==> src/rtl/pipe_stage_buf_pkg.sv <==
`default_nettype none
// ============================================================================
// Module      : pipe_stage_buf_pkg
// Description : Shared types for the pipeline stage buffer. It holds the
//               three-state occupancy encoding and a helper that maps a state
//               to its entry count.
// Revision    : 1.0 - initial release
// ============================================================================
package pipe_stage_buf_pkg;

  // The encoding equals the occupancy count, so the helper below is trivial
  // in hardware.
  typedef enum logic [1:0] {
    ST_EMPTY = 2'b00,
    ST_ONE   = 2'b01,
    ST_FULL  = 2'b10
  } pipe_buf_state_e;

  function automatic logic [1:0] state_occupancy(input pipe_buf_state_e s);
    logic [1:0] n;
    case (s)
      ST_ONE:  n = 2'd1;
      ST_FULL: n = 2'd2;
      default: n = 2'd0;
    endcase
    return n;
  endfunction

endpackage
`default_nettype wire

==> src/rtl/pipe_stage_buf.sv <==
`default_nettype none
// ============================================================================
// Module      : pipe_stage_buf
// Description : Valid/ready pipeline stage buffer placed between pipeline
//               stages. SKID=1 gives a two-entry skid buffer whose in_ready
//               depends only on the buffer state and flush. SKID=0 gives a
//               single register whose in_ready also follows out_ready.
//               A flush kills the held entries and the entry offered in the
//               same cycle.
// Ports       : clk       - rising-edge clock
//               rst_n     - synchronous active-low reset
//               in_valid  - upstream payload valid
//               in_ready  - buffer accepts in_data this cycle
//               in_data   - upstream payload (DATA_W bits)
//               out_valid - out_data holds a valid entry
//               out_ready - downstream accepts this cycle
//               out_data  - head entry, driven from a register
//               flush     - discard all held and incoming entries
//               occupancy - number of valid entries (0..2)
// Revision    : 1.0 - initial release
// ============================================================================
module pipe_stage_buf
  import pipe_stage_buf_pkg::*;
#(
  parameter int                DATA_W = 32,
  parameter bit                SKID   = 1'b1,
  parameter logic [DATA_W-1:0] BUBBLE = '0
) (
  input  logic              clk,
  input  logic              rst_n,
  input  logic              in_valid,
  output logic              in_ready,
  input  logic [DATA_W-1:0] in_data,
  output logic              out_valid,
  input  logic              out_ready,
  output logic [DATA_W-1:0] out_data,
  input  logic              flush,
  output logic [1:0]        occupancy
);

  pipe_buf_state_e   state_q, state_d;
  logic [DATA_W-1:0] main_q, main_d;
  logic [DATA_W-1:0] skid_q;
  logic              in_xfer;
  logic              out_xfer;

  assign out_valid = (state_q != ST_EMPTY);
  assign out_data  = main_q;
  assign occupancy = state_occupancy(state_q);

  // In skid mode, ready is registered-state only. This breaks the
  // combinational out_ready->in_ready path through the pipeline. In single
  // mode, the one register can only take a new entry when the old entry
  // leaves in the same cycle.
  generate
    if (SKID) begin : g_rdy_skid
      assign in_ready = rst_n && (state_q != ST_FULL) && !flush;
    end else begin : g_rdy_single
      assign in_ready = rst_n && (!out_valid || out_ready) && !flush;
    end
  endgenerate

  assign in_xfer  = in_valid && in_ready;
  assign out_xfer = out_valid && out_ready;

  always_comb begin
    state_d = state_q;
    main_d  = main_q;
    if (flush) begin
      state_d = ST_EMPTY;
      main_d  = BUBBLE;
    end else begin
      case (state_q)
        ST_EMPTY: begin
          if (in_xfer) begin
            state_d = ST_ONE;
            main_d  = in_data;
          end
        end
        ST_ONE: begin
          if (in_xfer && out_xfer) begin
            main_d = in_data;
          end else if (in_xfer) begin
            // The new entry parks in the skid register. The head stays in
            // main so that FIFO order is kept. Single mode never gets here
            // because its in_ready needs out_ready while ONE.
            if (SKID) begin
              state_d = ST_FULL;
            end
          end else if (out_xfer) begin
            state_d = ST_EMPTY;
            main_d  = BUBBLE;
          end
        end
        ST_FULL: begin
          if (out_ready) begin
            state_d = ST_ONE;
            main_d  = skid_q;
          end
        end
        default: begin
          state_d = ST_EMPTY;
          main_d  = BUBBLE;
        end
      endcase
    end
  end

  always_ff @(posedge clk) begin
    if (!rst_n) begin
      state_q <= ST_EMPTY;
      main_q  <= BUBBLE;
    end else begin
      state_q <= state_d;
      main_q  <= main_d;
    end
  end

  generate
    if (SKID) begin : g_skid
      logic [DATA_W-1:0] skid_d;

      always_comb begin
        skid_d = skid_q;
        if (flush || (state_q == ST_FULL && out_ready)) begin
          skid_d = BUBBLE;
        end else if (state_q == ST_ONE && in_xfer && !out_xfer) begin
          skid_d = in_data;
        end
      end

      always_ff @(posedge clk) begin
        if (!rst_n) begin
          skid_q <= BUBBLE;
        end else begin
          skid_q <= skid_d;
        end
      end
    end else begin : g_no_skid
      // FULL is unreachable, so the skid source is never selected.
      assign skid_q = BUBBLE;
    end
  endgenerate

endmodule
`default_nettype wire

==> config.mk <==
export PLATFORM = sky130hd
export DESIGN_NAME = pipe_stage_buf
export DESIGN_NICKNAME = d
export VERILOG_FILES = /design/src/rtl/pipe_stage_buf_pkg.sv /design/src/rtl/pipe_stage_buf.sv
export SDC_FILE = /design/constraint.sdc
export NUM_CORES = 1
export LEC_CHECK = 0
export CORE_MARGIN = 2
export CORE_UTILIZATION = 54
export CTS_CLUSTER_DIAMETER = 40
export CTS_CLUSTER_SIZE = 12
export DETAILED_ROUTE_END_ITERATION = 7
export PLACE_DENSITY_LB_ADDON = 0.15
export SYNTH_ARGS = -nofsm -noshare
export SYNTH_HDL_FRONTEND = slang
export SYNTH_SLANG_ARGS = --single-unit
==> constraint.sdc <==
create_clock -name clk -period 3.05 [get_ports clk]
set_input_delay 0.7625 -clock clk [delete_from_list [all_inputs] [get_ports clk]]
set_output_delay 0.7625 -clock clk [all_outputs]
set_load 0.01 [all_outputs]
After elaboration in Yosys (flattened, before gate mapping)

Cells that the tools add are included.
Widths: inputs -> output; s select.

Register bits: 66
Input bits: 37
Output and inout bits: 36
Word-level logic and storage cells: 43

Equality and inequality tests: 9
Multiplexer cells: 13
Bitwise logic cells: 1
Reduce and logical (&&, ||, !) cells: 17

Operators by type and width:

| cell               | number |
|---|---|
| $mux 32            | 5 |
| $pmux 32 s3        | 1 |
| $mux 2             | 5 |
| $ne 3x3->1 const B | 3 |
| $logic_and 1x1->1  | 8 |
| $ne 2x2->1 const B | 4 |
| $reduce_and 4->1   | 2 |
| $pmux 2 s3         | 1 |
| $pmux 2 s2         | 1 |
| $reduce_or 2->1    | 2 |
| $eq 2x1->1 const B | 1 |
| $eq 2x2->1 const B | 1 |
| $logic_not 1->1    | 2 |
| $logic_not 2->1    | 1 |
| $reduce_bool 2->1  | 1 |
| $logic_or 1x1->1   | 1 |
| $not 1->1          | 1 |

Depth between registers and ports, before layout

Depth after elaboration: 7
Gate-level depth with buffers: 6
Depth with buffers taken out: 4

Worst setup path after synthesis

Ideal clock, no wire load.

Path type: input to output
From: input flush
To: output in_ready
Arrival: 1.491 ns
Data required time: 2.288 ns
Slack: 0.797 ns
Stages: 4
Path buffers: 2
Path through: nand2b_1 clkbuf_1 clkbuf_1 nor2_1

Cells in the longest elaborated chain, start to end: 2

Ends and longest elaborated chain:

| element            | line                 | text |
|---|---|---|
| start: declaration | pipe_stage_buf.sv:37 | `input logic flush,` |
| $logic_not 1->1    | pipe_stage_buf.sv:57 | `assign in_ready = rst_n && (state_q != ST_FULL) && !flush;` |
| $logic_and 1x1->1  | pipe_stage_buf.sv:57 |  |
| end: declaration   | pipe_stage_buf.sv:32 | `output logic in_ready,` |

No other way between the ends.

Worst setup path after layout

From: input rst_n
To: output in_ready

Cells in the longest elaborated chain, start to end: 2

Ends and longest elaborated chain:

| element                        | line                 | text |
|---|---|---|
| start: declaration             | pipe_stage_buf.sv:30 | `input logic rst_n,` |
| $logic_and 1x1->1 (2 in a row) | pipe_stage_buf.sv:57 |  |

No other way between the ends.

==> run summary <==
====================================================================================================
Critical Path Start                                                                            rst_n
Worst-case setup slack after placement                                                        283 ps
Uppermost layer routed                                                                          met4
Gp weighted congestion                                                                         0.737
Sequential area share after synthesis                                                          41.6%
Setup TNS                                                                                       0 ps
Ratio of routed vias to standard cells                                                          5.89
Total clock buffers created by CTS                                                                 9
Initial antenna violation count                                                                    0
Port Buffers                                                                                      72
Final Hold Slack                                                                              453 ps
WP data arrival                                                                              2010 ps
Startpoint of the tightest hold check path                                                skid_q[13]
Post-DP HPWL                                                                                 5140 um
Post-Layout Cell Count                                                                           521
Endpoint required time on the critical path                                                  2290 ps
Routed length on met3                                                                         466 um
Setup repair after global routing missed its margin                                               no
Later-pin clock latency in the skew report                                                    340 ps
Total Die Area                                                                             6520 um^2
Number of buffers inserted by hold repair at cts                                                   0
Clock-pin slew reported for the worst setup and hold paths after clock tree synthesis          60 ps
Worst hold path depth                                                                              2
Crit end category                                                                         output pin
Post-synthesis cell count                                                                        385
Initial cell density of the core                                                               56.7%
Worst Max-Slew Pin Slew                                                                       534 ps
Overflow left after global routing                                                                 0
Area of the placeable core                                                                 5610 um^2
Peak supply drop                                                                            0.333 mV
Max-cap violations                                                                                 0
Placed Area                                                                                3940 um^2
Setup slack of the critical path after layout                                                 274 ps
Antenna diodes                                                                                     0
Highest-count cells in the layout ignoring fill and taps                                sky130_fd_sc_hd__nand2_1, sky130_fd_sc_hd__clkdlybuf4s50_1, sky130_fd_sc_hd__dfxtp_1, sky130_fd_sc_hd__nor2_1, sky130_fd_sc_hd__a21oi_1
Hold Path Class                                                                              reg2reg
Vias after detailed routing                                                                     3068
Post-synth design cell area                                                                3180 um^2
Detail Route Antenna Nets                                                                          0
TritonCTS Sinks                                                                                   66
Clock Skews                                                                                  7.04 ps
Routed metal-1 wire length                                                                   3530 um
Ratio of cells with drive above 1 in the final layout                                          8.24%
Post-CTS Setup Bufs                                                                                0
FF-to-FF End                                                                            out_data[25]
Worst hold endpoint                                                                       skid_q[13]
Root cell of the clock tree                                                             sky130_fd_sc_hd__clkbuf_8
Horizontal die dimension                                                                     80.7 um
Number of max-slew violations in the final report                                                  0
Lkg Pwr                                                                                      1.31 nW
First-pass iteration count of the detailed router                                                  4
Vertical die dimension                                                                       80.7 um
Most common cell after layout, fill and taps aside                                      sky130_fd_sc_hd__nand2_1
TritonCTS clock tree                                                                            done
Fraction of the core area covered by cells at the end of the flow                              73.3%
Number of placed instances, taps included                                                        506
Drc violations                                                                                     0
Total setup violations reported at the end of the flow                                             0
I/O pin count                                                                                     73
Via count of the first global-routing pass                                                      2940
Drt total wl                                                                                 8130 um
Cell area after layout                                                                     4110 um^2
Result of the run                                                                       complete, no violations
Final routed wire length divided by cell count                                               15.6 um
Post-layout net count                                                                            482
Amount of wire on met2 after detailed routing                                                3990 um
Pin count of the biggest net entering global routing                                              36
Syn nets                                                                                         422
Pwr/cell area                                                                            431 nW/um^2
Register-to-Register Path Depth                                                                    6
Top fanout value on the critical path                                                              3
Deepest clock path buffer count                                                                    2
First DRT Iteration DRCs                                                                         239
Hold Fails Final Rpt                                                                               0
Yosys cell types                                                                                  24
Flip-flop and latch count after synthesis                                                         66
Worst slew slack as a fraction of its limit                                                    64.4%
Per-instance average area after synthesis                                                  8.26 um^2
Critical Path Source Type                                                                  input pin
GRT Total Usage                                                                                26.1%
Flop2flop setup slack                                                                         890 ps
Critical R2R Launch                                                                       state_q[1]
Post-route fraction of the period consumed by the critical path                                91.0%
H-tree lvl count                                                                                   3
F_max                                                                                        360 MHz
Final Critical Period                                                                        2780 ps
Crit Path Category                                                                            in2out
Number of placement rows                                                                          27
Syn-to-layout area delta                                                                       29.3%
Wire length of the first global-routing pass                                                13300 um
Synth warnings                                                                                     0
Post_cts resized                                                                                   0
Power consumption                                                                            1.77 mW
====================================================================================================
synthesized netlist by cell type (all sizes together):
cell,instances,area (um^2)
o22ai,1,6.26
nor3b,2,20.0
nand2,95,357
a21oi,35,179
mux2i,33,330
o32ai,31,272
nor2,35,131
dfxtp,66,1320
nand4bb,1,16.3
o211ai,1,12.5
nand2b,3,18.8
o22a,1,8.76
nand3b,4,30.0
a22oi,32,240
a22o,1,8.76
buf,27,151
clkbuf,13,48.8
or3b,1,8.76
nor2b,2,12.5
or2,1,6.26
state kept, by name (all words and copies together) (netlist names):
name,count
out_data,32
skid_q,32
state_q,2
where the power goes:
| group | internal, mW | switching, mW |
|---|---|---|
| Clock | 0.331 | 0.317 |
| Combinational | 0.117 | 0.128 |
| Sequential | 0.871 | 0.00527 |
routing by layer:
metal / track usage, % / vias up
li1: - / 1493
met1: 32.1 / 1461
met2: 44.3 / 102
met3: 5.00 / 12
met4: 12.2 / 0
met5: 0 / -
cell type report:
cell class / count / area (um^2)
Fill cell: 459 / 1500
Timing Repair Buffer: 89 / 861
Multi-Input combinational cell: 279 / 1660
Clock buffer: 12 / 155
Tap cell: 72 / 90.1
Sequential cell: 66 / 1330
Clock inverter: 3 / 15.0
worst max-delay path: stages:
cell and delay (ps):
sky130_fd_sc_hd__clkdlybuf4s50_1 530, sky130_fd_sc_hd__nand2b_1 90, sky130_fd_sc_hd__nor2_1 90, sky130_fd_sc_hd__clkdlybuf4s50_1 540
worst max path at each step:
stage	cells past startpoint	slack, ps	end
after detailed placement	4	280	in_ready
after global placement	4	310	in_ready
after floorplan	4	800	in_ready
after CTS	4	280	in_ready
final	4	270	in_ready
after global routing	4	210	in_ready
logic make-up (layout without fill, tap and decap cells):
| kind of cell | after synthesis | in the layout | synth area share, % |
|---|---|---|---|
| DFF | 66 | 66 | 41.6 |
| buffers and inverters | 40 | 104 | 6.30 |
| AOI/OAI and AO/OA | 102 | 102 | 22.9 |
| muxes | 33 | 33 | 10.4 |
| and+or+nand+nor | 144 | 144 | 18.9 |
Note: power is estimated with default switching activity, not from simulation.
